**src/rtl/bar_pkg.sv**
```systemverilog
// ============================================================================
// Module      : bar_pkg
// Description : Shared PS/2 codes, key-tracker and direction encodings, and
//               640x480 screen constants for the paddle bar blocks.
// Revision    : 1.0 - initial release
// ============================================================================
`default_nettype none

package bar_pkg;

    localparam logic [7:0] C_BREAK_CODE = 8'hF0;
    localparam logic [7:0] C_EXT_CODE   = 8'hE0;

    localparam int C_H_DISPLAY = 640;
    localparam int C_V_DISPLAY = 480;

    typedef enum logic [0:0] {
        K_IDLE  = 1'b0,
        K_BREAK = 1'b1
    } key_state_e;

    typedef enum logic [1:0] {
        DIR_NONE = 2'd0,
        DIR_UP   = 2'd1,
        DIR_DOWN = 2'd2
    } dir_e;

    // Next speed after a move of size v, capped at vmax.
    function automatic logic [3:0] vel_step_up(input logic [3:0] v,
                                               input logic [3:0] vmax);
        if (v >= vmax)
            return vmax;
        else
            return v + 4'd1;
    endfunction

endpackage

`default_nettype wire

```
**src/rtl/ps2_key_tracker.sv**
```systemverilog
// ============================================================================
// Module      : ps2_key_tracker
// Description : Tracks held state of an up and a down key from a PS/2 set-2
//               scan-code byte stream.
// Revision    : 1.0 - initial release
// ============================================================================
`default_nettype none

module ps2_key_tracker
    import bar_pkg::*;
#(
    parameter logic [7:0] KEY_UP   = 8'h1D,
    parameter logic [7:0] KEY_DOWN = 8'h1B
) (
    input  logic       clk,
    input  logic       reset,
    input  logic       key_valid,
    input  logic [7:0] key_code,
    output logic       up_held,
    output logic       down_held
);

    key_state_e r_state;
    key_state_e w_state_next;
    logic       r_up_held;
    logic       r_down_held;
    logic       w_up_next;
    logic       w_down_next;

    always_ff @(posedge clk or posedge reset) begin
        if (reset) begin
            r_state     <= K_IDLE;
            r_up_held   <= 1'b0;
            r_down_held <= 1'b0;
        end else begin
            r_state     <= w_state_next;
            r_up_held   <= w_up_next;
            r_down_held <= w_down_next;
        end
    end

    // The extended prefix carries no meaning for these keys and is skipped.
    always_comb begin
        w_state_next = r_state;
        w_up_next    = r_up_held;
        w_down_next  = r_down_held;
        if (key_valid && (key_code != C_EXT_CODE)) begin
            case (r_state)
                K_IDLE: begin
                    if (key_code == C_BREAK_CODE)
                        w_state_next = K_BREAK;
                    else if (key_code == KEY_UP)
                        w_up_next = 1'b1;
                    else if (key_code == KEY_DOWN)
                        w_down_next = 1'b1;
                end
                K_BREAK: begin
                    if (key_code == KEY_UP)
                        w_up_next = 1'b0;
                    else if (key_code == KEY_DOWN)
                        w_down_next = 1'b0;
                    w_state_next = K_IDLE;
                end
                default: w_state_next = K_IDLE;
            endcase
        end
    end

    assign up_held   = r_up_held;
    assign down_held = r_down_held;

endmodule

`default_nettype wire

```
**src/rtl/bar_mover.sv**
```systemverilog
// ============================================================================
// Module      : bar_mover
// Description : Keyboard-driven vertical paddle bar; moves once per frame tick
//               with optional acceleration and renders a registered pixel hit.
// Revision    : 1.0 - initial release
// ============================================================================
`default_nettype none

module bar_mover
    import bar_pkg::*;
#(
    parameter int         LEFT_X    = 600,
    parameter int         BAR_W     = 6,
    parameter int         BAR_H     = 72,
    parameter int         V_DISPLAY = 480,
    parameter int         START_Y   = 0,
    parameter int         VEL_MIN   = 4,
    parameter int         VEL_MAX   = 4,
    parameter int         ACCEL     = 0,
    parameter logic [7:0] KEY_UP    = 8'h1D,
    parameter logic [7:0] KEY_DOWN  = 8'h1B,
    parameter int         FRAME_Y   = 481
) (
    input  logic       clk,
    input  logic       reset,
    input  logic       key_valid,
    input  logic [7:0] key_code,
    input  logic [9:0] xCount,
    input  logic [9:0] yCount,
    input  logic       mask,
    output logic       draw_bar,
    output logic [9:0] bar_top,
    output logic [3:0] bar_vel
);

    localparam logic [10:0] C_BOTTOM  = 11'(V_DISPLAY - BAR_H);
    localparam logic [10:0] C_LEFT    = 11'(LEFT_X);
    localparam logic [10:0] C_RIGHT   = 11'(LEFT_X + BAR_W);
    localparam logic [10:0] C_BAR_H   = 11'(BAR_H);
    localparam logic [9:0]  C_FRAME_Y = 10'(FRAME_Y);
    localparam logic [9:0]  C_START_Y = 10'(START_Y);
    localparam logic [3:0]  C_VEL_MIN = 4'(VEL_MIN);
    localparam logic [3:0]  C_VEL_MAX = 4'(VEL_MAX);

    logic        w_up_held;
    logic        w_down_held;
    logic        w_tick;
    dir_e        w_dir;
    dir_e        r_last_dir;
    logic [3:0]  r_vel;
    logic [3:0]  w_step;
    logic [3:0]  w_vel_next;
    logic [9:0]  r_bar_top;
    logic [10:0] w_top_ext;
    logic [10:0] w_step_ext;
    logic [10:0] w_sum;
    logic [10:0] w_top_moved;
    logic [10:0] w_x;
    logic [10:0] w_y;
    logic        w_hit;
    logic        r_draw;

    ps2_key_tracker #(
        .KEY_UP   (KEY_UP),
        .KEY_DOWN (KEY_DOWN)
    ) u_key_tracker (
        .clk       (clk),
        .reset     (reset),
        .key_valid (key_valid),
        .key_code  (key_code),
        .up_held   (w_up_held),
        .down_held (w_down_held)
    );

    assign w_tick = (yCount == C_FRAME_Y) && (xCount == 10'd0);

    always_comb begin
        w_dir = DIR_NONE;
        if (w_up_held && !w_down_held)
            w_dir = DIR_UP;
        else if (w_down_held && !w_up_held)
            w_dir = DIR_DOWN;
    end

    // A fresh direction always starts at the minimum step; speed then builds.
    always_comb begin
        w_step     = C_VEL_MIN;
        w_vel_next = C_VEL_MIN;
        if ((ACCEL != 0) && (w_dir == r_last_dir))
            w_step = r_vel;
        if ((ACCEL != 0) && (w_dir != DIR_NONE))
            w_vel_next = vel_step_up(w_step, C_VEL_MAX);
    end

    assign w_top_ext  = {1'b0, r_bar_top};
    assign w_step_ext = {7'd0, w_step};
    assign w_sum      = w_top_ext + w_step_ext;

    always_comb begin
        w_top_moved = w_top_ext;
        case (w_dir)
            DIR_DOWN: w_top_moved = (w_sum > C_BOTTOM) ? C_BOTTOM : w_sum;
            DIR_UP:   w_top_moved = (w_top_ext < w_step_ext) ? 11'd0
                                                             : (w_top_ext - w_step_ext);
            default:  w_top_moved = w_top_ext;
        endcase
    end

    always_ff @(posedge clk or posedge reset) begin
        if (reset) begin
            r_bar_top  <= C_START_Y;
            r_vel      <= C_VEL_MIN;
            r_last_dir <= DIR_NONE;
        end else if (w_tick) begin
            r_bar_top  <= w_top_moved[9:0];
            r_vel      <= w_vel_next;
            r_last_dir <= w_dir;
        end
    end

    assign w_x   = {1'b0, xCount};
    assign w_y   = {1'b0, yCount};
    assign w_hit = (w_x >= C_LEFT) && (w_x < C_RIGHT) &&
                   (w_y >= w_top_ext) && (w_y < (w_top_ext + C_BAR_H)) && !mask;

    always_ff @(posedge clk or posedge reset) begin
        if (reset)
            r_draw <= 1'b0;
        else
            r_draw <= w_hit;
    end

    assign draw_bar = r_draw;
    assign bar_top  = r_bar_top;
    assign bar_vel  = r_vel;

endmodule

`default_nettype wire

```
**config.mk**
```make
export PLATFORM = sky130hd
export DESIGN_NAME = bar_mover
export DESIGN_NICKNAME = d
export VERILOG_FILES = /design/src/rtl/bar_pkg.sv /design/src/rtl/ps2_key_tracker.sv /design/src/rtl/bar_mover.sv
export SDC_FILE = /design/constraint.sdc
export NUM_CORES = 1
export LEC_CHECK = 0
export ABC_CLOCK_PERIOD_IN_PS = 2300
export BUFFER_PORTS_ARGS = -buffer_cell sky130_fd_sc_hd__buf_2
export CORE_MARGIN = 2
export CORE_UTILIZATION = 25
export DETAILED_ROUTE_END_ITERATION = 16
export PLACE_DENSITY = 0.48
export SETUP_SLACK_MARGIN = 0.1
export SYNTH_ARGS = -nofsm -noshare
export SYNTH_HDL_FRONTEND = slang
export SYNTH_SLANG_ARGS = --single-unit
export TNS_END_PERCENT = 5
```
**constraint.sdc**
```tcl
create_clock -name clk -period 2.3 [get_ports clk]
set_input_delay 0.115 -clock clk [delete_from_list [all_inputs] [get_ports clk]]
set_output_delay 0.115 -clock clk [all_outputs]
set_load 0.01 [all_outputs]
```
==> impl_results.md <==
* Max-cap violation count at 0
* CTS tree: built
* TNS Setup at 0 ns
* WP data required at 2.44 ns
* Fin area at 2060 um^2
* Worst-skew pair later-pin latency at 0.25 ns
* Crit Path Class: reg2reg
* Die height at 83.3 um
* R2R Path End: draw_bar
* Syn. warnings at 0
* Share of total power in the clock network at 44.8%
* First drt pass iteration count at 4
* EDFF count, synth at 0
* Final period util at 93.3%
* Synthesized area per cell at 8.37 um^2
* Die X at 83.3 um
* Fin. max-slew vios at 0
* Vias in the first global route at 1,507
* Relative slew slack at 64.3%
* Sw power at 0.000126 W
* Global-route wire length before repair at 7400 um
* Antenna violations before repair at 0
* Syn Inst Count at 188
* CTS Buffer Depth at 2
* Area of the core at 5990 um^2
* DPL Wire Length at 3670 um
* Leakage power at 0.930 nW
* Cell Pwr Density at 256 nW/um^2
* Fmax at 466 MHz
* RR Startpoint: bar_top[3]
* Share of cells above drive strength 1 at 35.1%
* Vias per cell at 4.78
* Final non-filler cell total at 323
* RD Place Congestion at 0.885
* Final net count at 303
* Post-synth ARST share at 100%
* Die Area at 6950 um^2
* Hold Path Class: in2reg
* R2R setup slack at 0.15 ns
* Via count at 1,544
* Hold_sp: key_code[4]
* Worst EP arrival at 2.28 ns
* Sw Ratio at 23.9%
* Post-Place Cells at 313
* DRC at 0
* Endpoint class of the critical path: flop
* CP Launch Type: flop
* Seq cells post-synth at 12
* Max VDD drop at 179 uV
* CTS clk-pin slew, worst paths at 0.06 ns
* WL per Instance at 13.8 um
* Register area share after synthesis at 19.1%
* RSZ-0062 raised after global routing: yes
* DRT Wirelength at 4450 um
* FF-to-FF path depth at 8
* Combinational cell fraction of total power at 15.1%
* Status: complete, no violations
* Worst-path fanout max at 3
* Cts bufs inserted at 3
* Period minus WS final at 2.15 ns
* Final setup vio count at 0
* GRT Resource Usage Total at 12.7%
* Synth Flop Type: dfrtp_1
* Starting Density at 26.3%
* Internal at 0.000401 W
* 1st-iter DRT viols at 55
* H-tree level count at 1
* Synth-to-layout area growth at 30.6%
* Flop pwr share at 40.1%
* Gr ovfl total at 0
* Skew final at 0.00999 ns
* Port bufs at 40
* Site Rows at 28
* Clock root cell: clkbuf_8
* Yosys cell types at 55
* Tightest Pin Transition at 0.535 ns
* Cell Area, Placed at 1930 um^2
* Detail Route Antenna Nets at 0
* Hold EP: u_key_tracker.r_state
* Area of the mapped netlist at 1570 um^2
* Inserted Diodes at 0
* Hold violation total from the final report at 0
* Top-Level Pins at 47
* # clock sinks at 12
* Cells on Worst Hold Path at 3
* Largest net degree at the start of global routing at 13
## worst max-delay path by stage
stage / slack, ns / start / cells past startpoint / endpoint
after floorplan: 0.10 / bar_top[3] / 8 / draw_bar
after global placement: 0.13 / bar_top[3] / 8 / draw_bar
after detailed placement: 0.11 / bar_top[3] / 8 / draw_bar
after CTS: 0.09 / bar_top[3] / 8 / draw_bar
after global routing: 0.02 / bar_top[3] / 10 / draw_bar
final: 0.15 / bar_top[3] / 8 / draw_bar
## power by group through the flow
stage	logic [W]	registers (W)	clock network (W)
after floorplan	0.0000425	0.000215	0
after global placement	0.0000783	0.000215	0
after detailed placement	0.0000782	0.000215	0
after CTS	0.0000803	0.000211	0.000244
after global routing	0.0000899	0.000211	0.000253
final	0.0000796	0.000211	0.000236
## critical path, stage by stage (launching register included)
cell	delay (ns)
dfrtp_1	0.41
ha_2	0.20
a21oi_2	0.15
xnor2_1	0.09
ha_1	0.33
a2111o_1	0.37
a31oi_1	0.14
o21ai_1	0.08
a221oi_1	0.26
## registers in the layout (all words and copies together) (netlist names)
register                 flops
bar_top                      8
draw_bar                     1
u_key_tracker.down_held      1
u_key_tracker.r_state        1
u_key_tracker.up_held        1
## area by class of cell
type	count	area [um^2]
Timing Repair Buffer	65	390
Fill cell	627	3940
Inverter	14	52.6
Multi-Input combinational cell	153	1160
Clock buffer	4	55.1
Sequential cell	12	302
Tap cell	75	93.8
## synthesized netlist by cell type, drive strengths merged (6+ instances only)
cell,number,area (um^2)
inv,13,48.8
ha,22,275
a21oi,7,35.0
xnor2,10,87.6
nor3,7,40.0
o21ai,9,45.0
dfrtp,12,300
nor2,16,60.1
nand3,6,30.0
buf,12,100
nand2,11,41.3
## cells in the final DEF, fill, tap and decap left out, types with 2 or more instances in the layout
| cell type | n |
|---|---|
| buf_2 | 40 |
| a31oi_1 | 2 |
| inv_1 | 11 |
| o211ai_1 | 3 |
| ha_1 | 19 |
| nand4_1 | 3 |
| or3_1 | 2 |
| nor3_2 | 2 |
| a21o_1 | 2 |
| a211oi_1 | 3 |
| nand3_1 | 6 |
| o21ai_0 | 8 |
| xnor2_1 | 10 |
| buf_4 | 24 |
| nor2_1 | 16 |
| dfrtp_1 | 11 |
| a211o_1 | 2 |
| nand3b_1 | 2 |
| conb_1 | 6 |
| o21a_1 | 4 |
| o32ai_1 | 2 |
| inv_2 | 2 |
| a21oi_1 | 6 |
| ha_2 | 3 |
| nand2_1 | 11 |
| o31ai_1 | 3 |
| nor3_1 | 5 |
| nor2b_1 | 3 |
| mux2i_1 | 3 |
| clkbuf_8 | 4 |
## metal layers
layer  track usage (%)  wire length, um  vias up
met5                 0                0        -
met4              1.49               47        0
met3              2.78              280        4
met2              21.9             2070       51
met1              16.7             2060      693
li1                  -                -      796
## kinds of logic (layout without fill, tap and decap cells)
family | after synthesis | count (layout) | synth area share (%)
AO/OA/AOI/OAI | 50 | 50 | 23.6
XOR/XNOR | 11 | 11 | 6.12
adder cells (fa/ha/maj) | 22 | 22 | 17.5
buffers and inverters | 27 | 83 | 9.94
flip-flops | 12 | 12 | 19.1
multiplexers | 3 | 3 | 1.91
other | 2 | 6 | 0.477
AND/OR/NAND/NOR | 61 | 61 | 21.4
## through the flow
step	util, %	hold WS [ns]	worst slack (ns)	power (W)
final	34.3	0.161	0.153	0.000527
after global routing	34.3	0.172	0.0186	0.000554
after CTS	33.4	0.156	0.0882	0.000536
after detailed placement	32.2	0.189	0.107	0.000293
after global placement	32.2	0.183	0.130	0.000293
after floorplan	-	-0.0203	0.101	0.000258
## timing repair
| item | CTS | global route |
|---|---|---|
| buffers inserted | 0 | 5 |
| pin swaps | 0 | 8 |
| endpoints found under the setup margin | 2 | 5 |
| endpoints found under the hold margin | 12 | 0 |
| resized for setup | 1 | 9 |
| hold buffers | 1 | 0 |
Note: power is estimated with default switching activity, not from simulation.
